### config.mk
export PLATFORM = sky130hd
export DESIGN_NAME = key_press_classifier
export DESIGN_NICKNAME = d
export VERILOG_FILES = /design/src/rtl/key_press_classifier.sv
export SDC_FILE = /design/constraint.sdc
export NUM_CORES = 1
export LEC_CHECK = 0
export CORE_MARGIN = 2
export CORE_UTILIZATION = 45
export DETAILED_ROUTE_END_ITERATION = 7
export PLACE_DENSITY = 0.67
export SETUP_SLACK_MARGIN = 0.1
export SLEW_MARGIN = 20
export SYNTH_ARGS = -nofsm -noshare
export SYNTH_HDL_FRONTEND = slang
export SYNTH_SLANG_ARGS = --single-unit
export TNS_END_PERCENT = 10
### constraint.sdc
create_clock -name clk -period 6.4 [get_ports clk]
set_input_delay 0.96 -clock clk [delete_from_list [all_inputs] [get_ports clk]]
set_output_delay 0.96 -clock clk [all_outputs]
set_load 0.01 [all_outputs]
### src/rtl/key_press_classifier.sv
// Classifies debounced key press/release pulses into short press, long press and double click.
// Optional auto-repeat while a long press is held is built when KEY_REPEAT_EN is defined.
module key_press_classifier #(
    parameter int unsigned LONG_CYCLES   = 32'd50_000_000,
    parameter int unsigned DCLICK_CYCLES = 32'd15_000_000,
    parameter int unsigned REPEAT_CYCLES = 32'd10_000_000
) (
    input  logic       clk,
    input  logic       rst,
    input  logic       key_down,
    input  logic       key_up,
    output logic       short_press,
    output logic       long_press,
    output logic       double_click,
    output logic       repeat_tick,
    output logic       busy,
    output logic [7:0] event_cnt
);

    localparam logic [31:0] LONG_TERM   = 32'(LONG_CYCLES - 32'd1);
    localparam logic [31:0] DCLICK_TERM = 32'(DCLICK_CYCLES - 32'd1);

    typedef enum logic [2:0] {
        IDLE  = 3'd0,
        HELD  = 3'd1,
        WAIT2 = 3'd2,
        HELD2 = 3'd3,
        LONG  = 3'd4
    } state_t;

    state_t      state_r;
    state_t      next_state_s;
    logic [31:0] cnt_r;
    logic        short_s;
    logic        long_s;
    logic        double_s;
    logic        press_s;

    // A press coinciding with a release is dropped: the release wins.
    assign press_s = key_down & ~key_up;

    // Next-state decode and classification decisions.
    always_comb begin
        next_state_s = state_r;
        short_s      = 1'b0;
        long_s       = 1'b0;
        double_s     = 1'b0;
        case (state_r)
            IDLE: begin
                if (press_s) begin
                    next_state_s = HELD;
                end else begin
                    next_state_s = IDLE;
                end
            end
            HELD: begin
                if (key_up) begin
                    next_state_s = WAIT2;
                end else if (cnt_r == LONG_TERM) begin
                    next_state_s = LONG;
                    long_s       = 1'b1;
                end else begin
                    next_state_s = HELD;
                end
            end
            WAIT2: begin
                if (press_s) begin
                    next_state_s = HELD2;
                end else if (cnt_r == DCLICK_TERM) begin
                    next_state_s = IDLE;
                    short_s      = 1'b1;
                end else begin
                    next_state_s = WAIT2;
                end
            end
            HELD2: begin
                if (key_up) begin
                    next_state_s = IDLE;
                    double_s     = 1'b1;
                end else begin
                    next_state_s = HELD2;
                end
            end
            LONG: begin
                if (key_up) begin
                    next_state_s = IDLE;
                end else begin
                    next_state_s = LONG;
                end
            end
            default: begin
                next_state_s = IDLE;
            end
        endcase
    end

    // State register and the shared dwell counter, cleared on every transition.
    always_ff @(posedge clk) begin
        if (rst) begin
            state_r <= IDLE;
            cnt_r   <= 32'd0;
        end else begin
            state_r <= next_state_s;
            if (next_state_s != state_r) begin
                cnt_r <= 32'd0;
            end else if ((state_r == HELD) || (state_r == WAIT2) || (state_r == LONG)) begin
                cnt_r <= cnt_r + 32'd1;
            end else begin
                cnt_r <= cnt_r;
            end
        end
    end

    // Registered classification pulses, busy flag and event counter.
    always_ff @(posedge clk) begin
        if (rst) begin
            short_press  <= 1'b0;
            long_press   <= 1'b0;
            double_click <= 1'b0;
            busy         <= 1'b0;
            event_cnt    <= 8'd0;
        end else begin
            short_press  <= short_s;
            long_press   <= long_s;
            double_click <= double_s;
            busy         <= (next_state_s != IDLE);
            if (short_s || long_s || double_s) begin
                event_cnt <= event_cnt + 8'd1;
            end else begin
                event_cnt <= event_cnt;
            end
        end
    end

`ifdef KEY_REPEAT_EN
    localparam logic [31:0] REPEAT_TERM = 32'(REPEAT_CYCLES - 32'd1);

    logic [31:0] rep_cnt_r;

    // Auto-repeat timer: runs only while LONG is held, a release suppresses a pending tick.
    always_ff @(posedge clk) begin
        if (rst) begin
            rep_cnt_r   <= 32'd0;
            repeat_tick <= 1'b0;
        end else if ((state_r == LONG) && (next_state_s == LONG)) begin
            if (rep_cnt_r == REPEAT_TERM) begin
                rep_cnt_r   <= 32'd0;
                repeat_tick <= 1'b1;
            end else begin
                rep_cnt_r   <= rep_cnt_r + 32'd1;
                repeat_tick <= 1'b0;
            end
        end else begin
            rep_cnt_r   <= 32'd0;
            repeat_tick <= 1'b0;
        end
    end
`else
    assign repeat_tick = 1'b0;
`endif

endmodule
# Word level (Yosys, flattened, before mapping)
# Index checks and enable logic that the tools add are counted.
# word_totals
regBits,47
input_bits,4
out_inout_bits,13
wordCells,41
# op_classes
addsub,2
n_eq_ne,7
mux,16
n_bitwise,2
reduce_logical,7
# ops
op,n
"32-bit by 1-bit adder with 32-bit output, second input constant",1
"32-bit by 24-bit equality test with 1-bit output, second input constant",1
"32-bit by 26-bit equality test with 1-bit output, second input constant",1
3-bit one-hot mux with 5 select lines,1
1-bit two-way mux,9
3-bit two-way mux,3
"8-bit by 1-bit adder with 8-bit output, second input constant",1
"3-bit by 2-bit equality test with 1-bit output, second input constant",2
2-bit two-way mux,3
1-bit logical OR,4
"3-bit by 1-bit equality test with 1-bit output, second input constant",1
"3-bit equality test, second input constant",1
3-bit zero test,1
3-bit != test,1
3-bit nonzero test,1
2-bit OR reduction,1
1-bit AND,1
1-bit inverter,1

# Longest topological paths before layout
# Gate-level depths: netlist (run 1).
# logic_depth
word_depth,6
mapped_depth,8
mapped_depth_nobuf,7

# Worst setup path after synthesis (run 1)
# OpenSTA, ideal clock, no wires.
# synth_path
kind,input to register
start,input key_up
end,register event_cnt[5]
setup_ps,121
arrival_ps,2465
t_required_ps,6279
slack_ps,3815
path_stages,7
path_buffers,1
cell_sequence,clkbuf_1 > nand2b_1 > nand4_1 > nor3_1 > o21ai_1 > a211oi_1 > mux2_2
# synth_via
elab_chain_len,6
elab_cells_between_ends,10
cone_classes,mux (6); bitwise (2); reduce/logical (2)
# synth_rtl
item,line,rtl
start: declaration,11,"input logic key_up,"
1-bit inverter,40,assign press_s = key_down & ~key_up;
1-bit AND,40,
1-bit two-way mux,67,if (press_s) begin
1-bit two-way mux,48,case (state_r)
1-bit logical OR,127,if (short_s || long_s || double_s) begin
1-bit logical OR (*),127,
end signal: assignment,128,event_cnt <= event_cnt + 8'd1;
end signal: assignment,130,event_cnt <= event_cnt;
end: declaration,17,output logic [7:0] event_cnt
# Mark *: on every way between the ends. The rest lies on a longest branch, timed or not.
# A chain may end at the register's enable or synchronous reset.

# Final worst setup path (run 1)
# layout_path
start,input key_up
end,register event_cnt[2]
# The elaborated chain is that of the path after synthesis.

==> flow_summary.toml, run 1 <==
[run_status]
outcome = "completed"

[timing]
final.setup.tns_ns = 0
setup_viol = 0
tightest_slew_ns = 0.739
hold_slack_ns = 0.543
drv_slew = 0
min_period_ns = 2.87
rsz0062_at_grt = "no"
fin_skew_ns = 0.00886
timing.final.hold_violations = 0
relSlewSlack_pct = 50.6
max_freq_mhz = 349
fin_crit_sh_pct = 44.8

[routing]
antenna_left = 0
vias = 1849
drc_errors = 0
post_drt_wl_per_cell_um = 12.4
dr.pass1.iters = 4
viasPerCell = 5.19
routed_wl_mm = 4.42
drt_iter0_markers = 68

[layout]
finalNonFillerCells = 356
area_growth_syn_to_layout_pct = 11.1
nets = 292
design_area_um2 = 2640
diodes = 0
drive_gt1_share_pct = 10.5

[power_and_ir_drop]
power_density_nw_per_um2 = 187
p_leak_nw = 0.839
vdd_drop_max_mv = 0.122

[die]
die_y_um = 76.6
fp-row-count = 26
core_region_area_um2 = 5110
initial_core_util_pct = 46.4
die_w_um = 76.6
io_pins = 17
fp.dieArea_um2 = 5870

[clocking]
insertion_delay_ns = 0.29
post-cts-setup-buffers = 0
postCtsHoldBufs = 0
clock_path_buffers = 2
cts_made_buffers = 5
cts.sinks = 47
ctsResizeCount = 0
cts_root_buf = "clkbuf_8"
cts-htree-levels = 2
clk_pin_slew_worst_paths_ns = 0.08
cts_tree = "done"

[min_path]
hold_class = "register to register"
whs_path_depth = 2

[logic_synthesis]
synth_cell_types = 51
syn_area_um2 = 2370
ys.warnings.count = 0
synth_top_family_by_area = "simple AND/OR/NAND/NOR gates"
synth_fa_ha_area_share_pct = 1.06
synth_compound_area_share_pct = 7.81
synth-simple-area-share_pct = 32.7
synthXorXnorAreaFrac_pct = 11.5
syn_inst = 274
synthMuxAreaShare_pct = 3.27
synth_edf_count = 0
async_flop_share_pct = 0
ys.flop_type = "dfxtp_1"
syn_nets = 280
ys_ff_latch = 47
syn_avg_cell_area_um2 = 8.65
seq_area_frac_synth_pct = 39.7

[critical_path]
path_buf_inv = 1
end_kind = "register"
slowest_delay_ns = 0.67
critical_path_depth = 7
crit_slowest_cell = "clkdlybuf4s50_1"
start_kind = "input pin"
worst-endpoint-arrival_ns = 3.05
required_ns = 6.59
critPathMaxFanout = 10
critPathTopFamily = "buffers and inverters"
crit_chain = "clkdlybuf4s50_1 -> nand2b_1 -> nand4_1 -> nor3_1 -> o21ai_1 -> a21boi_0 -> mux2_2"
worstRegToRegCells = 7
path_class = "input pin to register"

[placement]
dp_hpwl_mm = 3.03
routabilityCongestion = 0.766
numPortBuffers = 15
dp.cells = 349
placed_area_um2 = 2550

[global_routing]
grt_pass1_vias = 1656
grt_max_degree = 33
grt_pass1_wl_mm = 7.54
grt.overflow.total = 0
grtUsageTotal_pct = 15.8
antenna_found_initial = 0

[run]
max_cap_violations = 0
metrics by stage:
step,worst slack [ns],utilization [%],total power (W)
2_1_floorplan,3.81,-,0.000319
3_3_place_gp,3.30,49.9,0.000322
3_5_place_dp,3.25,49.9,0.000323
4_1_cts,3.55,51.6,0.000501
5_1_grt,3.33,51.6,0.000517
6_report,3.53,51.6,0.000493
routing by layer:
layer	vias to the layer above	track usage (%)	part of all wire (%)
met1	845	20.9	51
met3	7	4.15	3.1
met5	-	0	0
met2	24	24.3	44
met4	0	6.36	1.5
li1	973	-	-
worst paths after layout:
kind                            startpoint      endpoint  slack [ns]
worst max-delay path                key_up  event_cnt[2]        3.53
worst min-delay path              cnt_r[4]      cnt_r[4]        0.54
worst max register to register    cnt_r[0]     cnt_r[21]        3.86
worst min register to register    cnt_r[4]      cnt_r[4]        0.54
cell families (layout without fill, tap and decap cells):
family | Yosys count | count (layout)
other cells | 1 | 1
simple gates | 143 | 143
flops | 47 | 47
xor+xnor | 31 | 31
fa+ha+maj | 2 | 2
buf+inv | 17 | 29
mux | 7 | 7
compound gates | 26 | 26
worst reg2reg max path, cell delays in order, from the launching register on:
cell and delay, ns:
dfxtp_1 0.38, ha_1 0.25, nor3b_1 0.22, nand4_1 0.24
or4_4 0.64, o311ai_4 0.22, buf_4 0.37, nor2_1 0.10
registers in the layout, indices dropped and copies added, names as in the netlist:
register and cells:
busy 1, cnt_r 32, double_click 1, event_cnt 8
long_press 1, short_press 1, state_r 3
cell usage after synthesis, types with 3 or more instances:
cell / instances / area, um^2
o21ai_0: 6 / 30.0
xor2_1: 15 / 131
inv_1: 6 / 22.5
nor3_1: 7 / 35.0
nand4_1: 12 / 75.1
a21oi_1: 8 / 40.0
nor4_1: 6 / 37.5
mux2_2: 6 / 67.6
dfxtp_1: 47 / 941
nor2b_1: 6 / 37.5
nor2_2: 3 / 18.8
clkbuf_1: 5 / 18.8
buf_6: 3 / 33.8
nand2_1: 16 / 60.1
nor4b_1: 3 / 26.3
xnor2_1: 16 / 140
nor2_1: 50 / 188
nand3_1: 14 / 70.1
where the power goes:
group,total (W),leakage (nW),switching (W),internal [W]
Sequential,0.000296,0.379,0.00000217,0.000294
Clock,0.000177,0.0470,0.0000921,0.0000848
Combinational,0.0000199,0.413,0.0000124,0.00000752
Total,0.000493,0.839,0.000107,0.000386
cell usage in the layout, fill, tap and decap left out, types with 2 or more instances in the layout:
master / Yosys / layout
or3_1: 2 / 2
nor2_2: 3 / 3
or4_1: 2 / 2
nand2b_1: 2 / 2
nand3_1: 14 / 14
xnor2_1: 16 / 16
a211oi_1: 2 / 2
nor4bb_1: 2 / 2
nand2_1: 16 / 16
or2_2: 2 / 2
nand4_1: 12 / 12
nor3b_1: 2 / 2
o21ai_0: 6 / 6
xor2_1: 15 / 15
ha_1: 2 / 2
a21oi_1: 8 / 8
and3_1: 2 / 2
nor2b_1: 6 / 6
nor4_1: 6 / 6
nor3_1: 7 / 7
nor2_1: 50 / 50
inv_1: 6 / 6
nor4b_1: 3 / 3
mux2_2: 6 / 6
dfxtp_1: 47 / 47
clkbuf_8: 0 / 6
clkdlybuf4s50_1: 0 / 15
a21boi_0: 2 / 2
and2_1: 2 / 2
a21o_1: 2 / 2
layout make-up:
type	instances	area, um^2
clock inverters	1	5.00
well taps	70	87.6
flip-flops and latches	47	941
repair buffers	16	158
inverters	6	22.5
clock buffers	6	82.6
multi-input cells	210	1340
fillers	507	2470
(Power assumes the default switching activity.)
==> inputs of run 2 (changes only) <==
==> constraint.sdc (replaced) <==
create_clock -name clk -period 2.7 [get_ports clk]
set_input_delay 0.405 -clock clk [delete_from_list [all_inputs] [get_ports clk]]
set_output_delay 0.405 -clock clk [all_outputs]
set_load 0.01 [all_outputs]
==> flow_summary.toml, run 2 (synthesized netlist as in run 1, its figures left out) <==
[run_status]
outcome = "completed"

[timing]
fin_crit_sh_pct = 87.2
tightest_slew_ns = 0.633
setup_viol = 0
fin_skew_ns = 0.00549
final.setup.tns_ns = 0
hold_slack_ns = 0.524
finalWorstSetupSlack_ns = 0.344
max_freq_mhz = 425
timing.final.hold_violations = 0
rsz0062_at_grt = "no"
min_period_ns = 2.36
drv_slew = 0
relSlewSlack_pct = 57.5

[global_routing]
antenna_found_initial = 0
grt_pass1_wl_mm = 8.40
grtUsageTotal_pct = 17.3
grt_max_degree = 33
grt_pass1_vias = 1771
grt.overflow.total = 0

[die]
initial_core_util_pct = 46.4
core_region_area_um2 = 5110
die_y_um = 76.6
die_w_um = 76.6
fp.dieArea_um2 = 5870
io_pins = 17
fp-row-count = 26

[layout]
nets = 297
layout_common_cells = "nor2_1, dfxtp_1, nand2_1, xnor2_1"
design_area_um2 = 2700
top_regs = "cnt_r x32, event_cnt x8, state_r x3"
largest_reg_flops = 32
diodes = 0
n_fill_cell = 507
area_growth_syn_to_layout_pct = 13.9
drive_gt1_share_pct = 12.3
regMostFlops = "cnt_r"
final_common_cell = "nor2_1"

[clocking]
cts-htree-levels = 2
cts.sinks = 47
clock_path_buffers = 2
ctsResizeCount = 0
clk_pin_slew_worst_paths_ns = 0.09
postCtsHoldBufs = 0
cts_made_buffers = 5
insertion_delay_ns = 0.30
post-cts-setup-buffers = 0
cts_root_buf = "clkbuf_8"
cts_tree = "done"

[placement]
dp_hpwl_mm = 3.21
routabilityCongestion = 0.833
preCtsSetupSlack_ns = 0.339
numPortBuffers = 15
placed_area_um2 = 2600

[power_and_ir_drop]
vdd_drop_max_mv = 0.228
power_density_nw_per_um2 = 452
power_w = 0.00122
p_leak_nw = 0.872

[critical_path]
critPathTopFamily = "simple AND/OR/NAND/NOR gates"
reg2reg_setup_slack_ns = 0.34
crit_slowest_cell = "or4_4"
start_kind = "register"
end_kind = "register"
worst-endpoint-arrival_ns = 2.55
path_buf_inv = 1
slowest_delay_ns = 0.63
path_class = "register to register"
critPathMaxFanout = 32
required_ns = 2.89
crit_chain = "nor4_1 -> nand4_1 -> or4_4 -> o311ai_4 -> buf_12 -> nor2_1"

[routing]
drt_iter0_markers = 112
viasPerCell = 5.38
antenna_left = 0
dr.pass1.iters = 4
drc_errors = 0
post_drt_wl_per_cell_um = 12.9
routed_wl_mm = 4.65
vias = 1947

[run]
max_cap_violations = 0

[min_path]
hold_class = "register to register"
==> run 2: routing by layer <==
metal,part of all wire [%],track usage [%],vias to the layer above
li1,-,-,985
met5,0,0,-
met4,1.7,5.82,0
met3,4.1,3.91,13
met2,44,26.3,39
met1,50,24.3,910
==> run 2: path summary, 6_finish.rpt <==
path | from | end | cells past startpoint
worst max-delay path | cnt_r[9] | cnt_r[31] | 6
worst min-delay path | cnt_r[4] | cnt_r[4] | 2
worst max register to register | cnt_r[9] | cnt_r[31] | 6
worst min register to register | cnt_r[4] | cnt_r[4] | 2
==> run 2: worst reg2reg max path: stages, from the launching register on <==
cell and delay [ns]:
dfxtp_1 0.37, nor4_1 0.41, nand4_1 0.25, or4_4 0.63
o311ai_4 0.28, buf_12 0.23, nor2_1 0.08
==> run 2: power by group <==
group	total [W]	internal, W	switching (W)
clock	0.000465	0.000233	0.000232
sequential	0.000699	0.000696	0.00000319
combinational	0.0000564	0.0000235	0.0000329
total	0.00122	0.000953	0.000268
==> run 2: area by class of cell <==
type | count | area (um^2) | area share, %
timing repair buffer | 21 | 208 | 7.69
tap | 70 | 87.6 | 3.24
clock buffer | 7 | 96.3 | 3.57
sequential | 47 | 941 | 34.8
multi-input combinational | 210 | 1340 | 49.6
clock inverter | 1 | 7.51 | 0.278
inverter | 6 | 22.5 | 0.834
==> run 2: through the flow <==
step                      std cells  util, %
after detailed placement        354     50.9
after CTS                       362     52.9
after global routing            362     52.9
after floorplan                 274        -
after global placement          354     50.9
final                           362     52.9
==> inputs of run 3 (changes only) <==
--- a/config.mk
+++ b/config.mk
@@ -8,7 +8,9 @@
 export CORE_MARGIN = 2
 export CORE_UTILIZATION = 45
 export DETAILED_ROUTE_END_ITERATION = 7
+export MAX_ROUTING_LAYER = met4
 export PLACE_DENSITY = 0.67
+export REMOVE_ABC_BUFFERS = 1
 export SETUP_SLACK_MARGIN = 0.1
 export SLEW_MARGIN = 20
 export SYNTH_ARGS = -nofsm -noshare
==> constraint.sdc (replaced) <==
create_clock -name clk -period 2.4 [get_ports clk]
set_input_delay 0.36 -clock clk [delete_from_list [all_inputs] [get_ports clk]]
set_output_delay 0.36 -clock clk [all_outputs]
set_load 0.01 [all_outputs]
==> flow_summary.toml, run 3 (synthesized netlist as in run 1, its figures left out) <==
[run_status]
outcome = "completed"

[routing]
dr.pass1.iters = 4
post_drt_wl_per_cell_um = 13.3
vias = 1963
drc_errors = 0
viasPerCell = 5.31
routed_wl_mm = 4.91
drt_iter0_markers = 106
antenna_left = 0

[die]
die_y_um = 76.6
io_pins = 17
initial_core_util_pct = 46.4
core_region_area_um2 = 5110
fp.dieArea_um2 = 5870
fp-row-count = 26
die_w_um = 76.6

[critical_path]
crit_chain = "ha_1 -> nor3b_2 -> nand4_1 -> or4_4 -> o311ai_4 -> buf_12 -> clkbuf_16 -> nor2_1"
end_kind = "register"
worst-endpoint-arrival_ns = 2.44
reg2reg_setup_slack_ns = 0.17
crit_slowest_cell = "or4_4"
slowest_delay_ns = 0.57
start_kind = "register"
required_ns = 2.61
worstRegToRegCells = 8
path_class = "register to register"
reg2reg_from = "cnt_r[1]"
critPathMaxFanout = 16
reg2reg_to = "cnt_r[15]"

[power_and_ir_drop]
vdd_drop_max_mv = 0.257
power_density_nw_per_um2 = 544
p_leak_nw = 0.951

[timing]
drv_slew = 0
fin_skew_ns = 0.00868
relSlewSlack_pct = 65.2
rsz0062_at_grt = "yes"
timing.final.hold_violations = 0
hold_slack_ns = 0.527
setup_viol = 0
max_freq_mhz = 448
min_period_ns = 2.23
fin_crit_sh_pct = 92.9
final.setup.tns_ns = 0
tightest_slew_ns = 0.518

[clocking]
clock_path_buffers = 2
cts_tree = "done"
cts-htree-levels = 2
cts.sinks = 47
insertion_delay_ns = 0.31
cts_root_buf = "clkbuf_8"
postCtsHoldBufs = 0
clk_pin_slew_worst_paths_ns = 0.09
cts_made_buffers = 5

[layout]
largest_reg_flops = 32
layout_common_cells = "nor2_1, dfxtp_1, nand2_1, xnor2_1"
n_fill_cell = 488
drive_gt1_share_pct = 16.0
finalNonFillerCells = 370
regMostFlops = "cnt_r"
final_common_cell = "nor2_1"
top_regs = "cnt_r x32, event_cnt x8, state_r x3"
nets = 305
design_area_um2 = 2860
area_growth_syn_to_layout_pct = 20.5
diodes = 0

[global_routing]
grt.overflow.total = 0
antenna_found_initial = 0
grtUsageTotal_pct = 17.4
grt_pass1_vias = 1767
grt_pass1_wl_mm = 8.05
grt_max_degree = 33

[placement]
dp.cells = 358
dp_hpwl_mm = 3.32
routabilityCongestion = 0.797
numPortBuffers = 15
placed_area_um2 = 2630

[run]
max_cap_violations = 0

[min_path]
hold_class = "register to register"
hp-start = "cnt_r[4]"
hold_end = "cnt_r[4]"
whs_path_depth = 2
-- run 3: stage by stage --
| stage | power (W) | worst slack (ns) | util, % |
|---|---|---|---|
| after floorplan | 0.000836 | -0.0490 | - |
| after global placement | 0.000868 | 0.136 | 51.4 |
| after detailed placement | 0.000868 | 0.141 | 51.4 |
| after CTS | 0.00154 | 0.135 | 54.0 |
| after global routing | 0.00160 | 0.0779 | 55.9 |
| final | 0.00155 | 0.170 | 55.9 |
-- run 3: cell type report --
type	instances	area, um^2	share of cell area [%]
multi-input combinational	210	1360	47.4
sequential	47	943	33.0
timing repair buffer	29	315	11.0
tap	70	87.6	3.07
clock buffer	6	72.6	2.54
clock inverter	2	60.1	2.10
inverter	6	22.5	0.788
-- run 3: how the worst max path moves through the flow --
stage	cells after the start	end	start
3_3_place_gp	7	event_cnt[5]	key_up
5_1_grt	7	cnt_r[7]	cnt_r[26]
6_report	8	cnt_r[15]	cnt_r[1]
3_5_place_dp	7	event_cnt[5]	key_up
2_1_floorplan	6	cnt_r[0]	cnt_r[0]
4_1_cts	6	cnt_r[23]	cnt_r[26]
-- run 3: per-layer routing --
metal	up-vias	part of all wire, %	track usage (%)
met3	7	2.4	3.20
met5	-	0	-
met1	926	51	22.6
met2	28	45	26.4
met4	0	1.8	7.64
li1	1002	-	-
-- run 3: worst max-delay path, delay by kind of cell, from the launching register on --
| family | cells | cell delay, ns |
|---|---|---|
| adder cells (fa/ha/maj) | 1 | 0.18 |
| AO/OA/AOI/OAI | 1 | 0.31 |
| flip-flops | 1 | 0.37 |
| buffers and inverters | 2 | 0.33 |
| AND/OR/NAND/NOR | 4 | 0.93 |
-- run 3: power by group --
part | internal (W) | switching [W]
Combinational | 0.0000420 | 0.0000422
Sequential | 0.000784 | 0.00000486
Clock | 0.000416 | 0.000264
-- run 3: repair_timing --
item                       4_1_cts  5_1_grt
setup buffers                    0        2
resized for setup                0        6
setup endpoints to repair        0       38
hold endpoints to repair         0        0
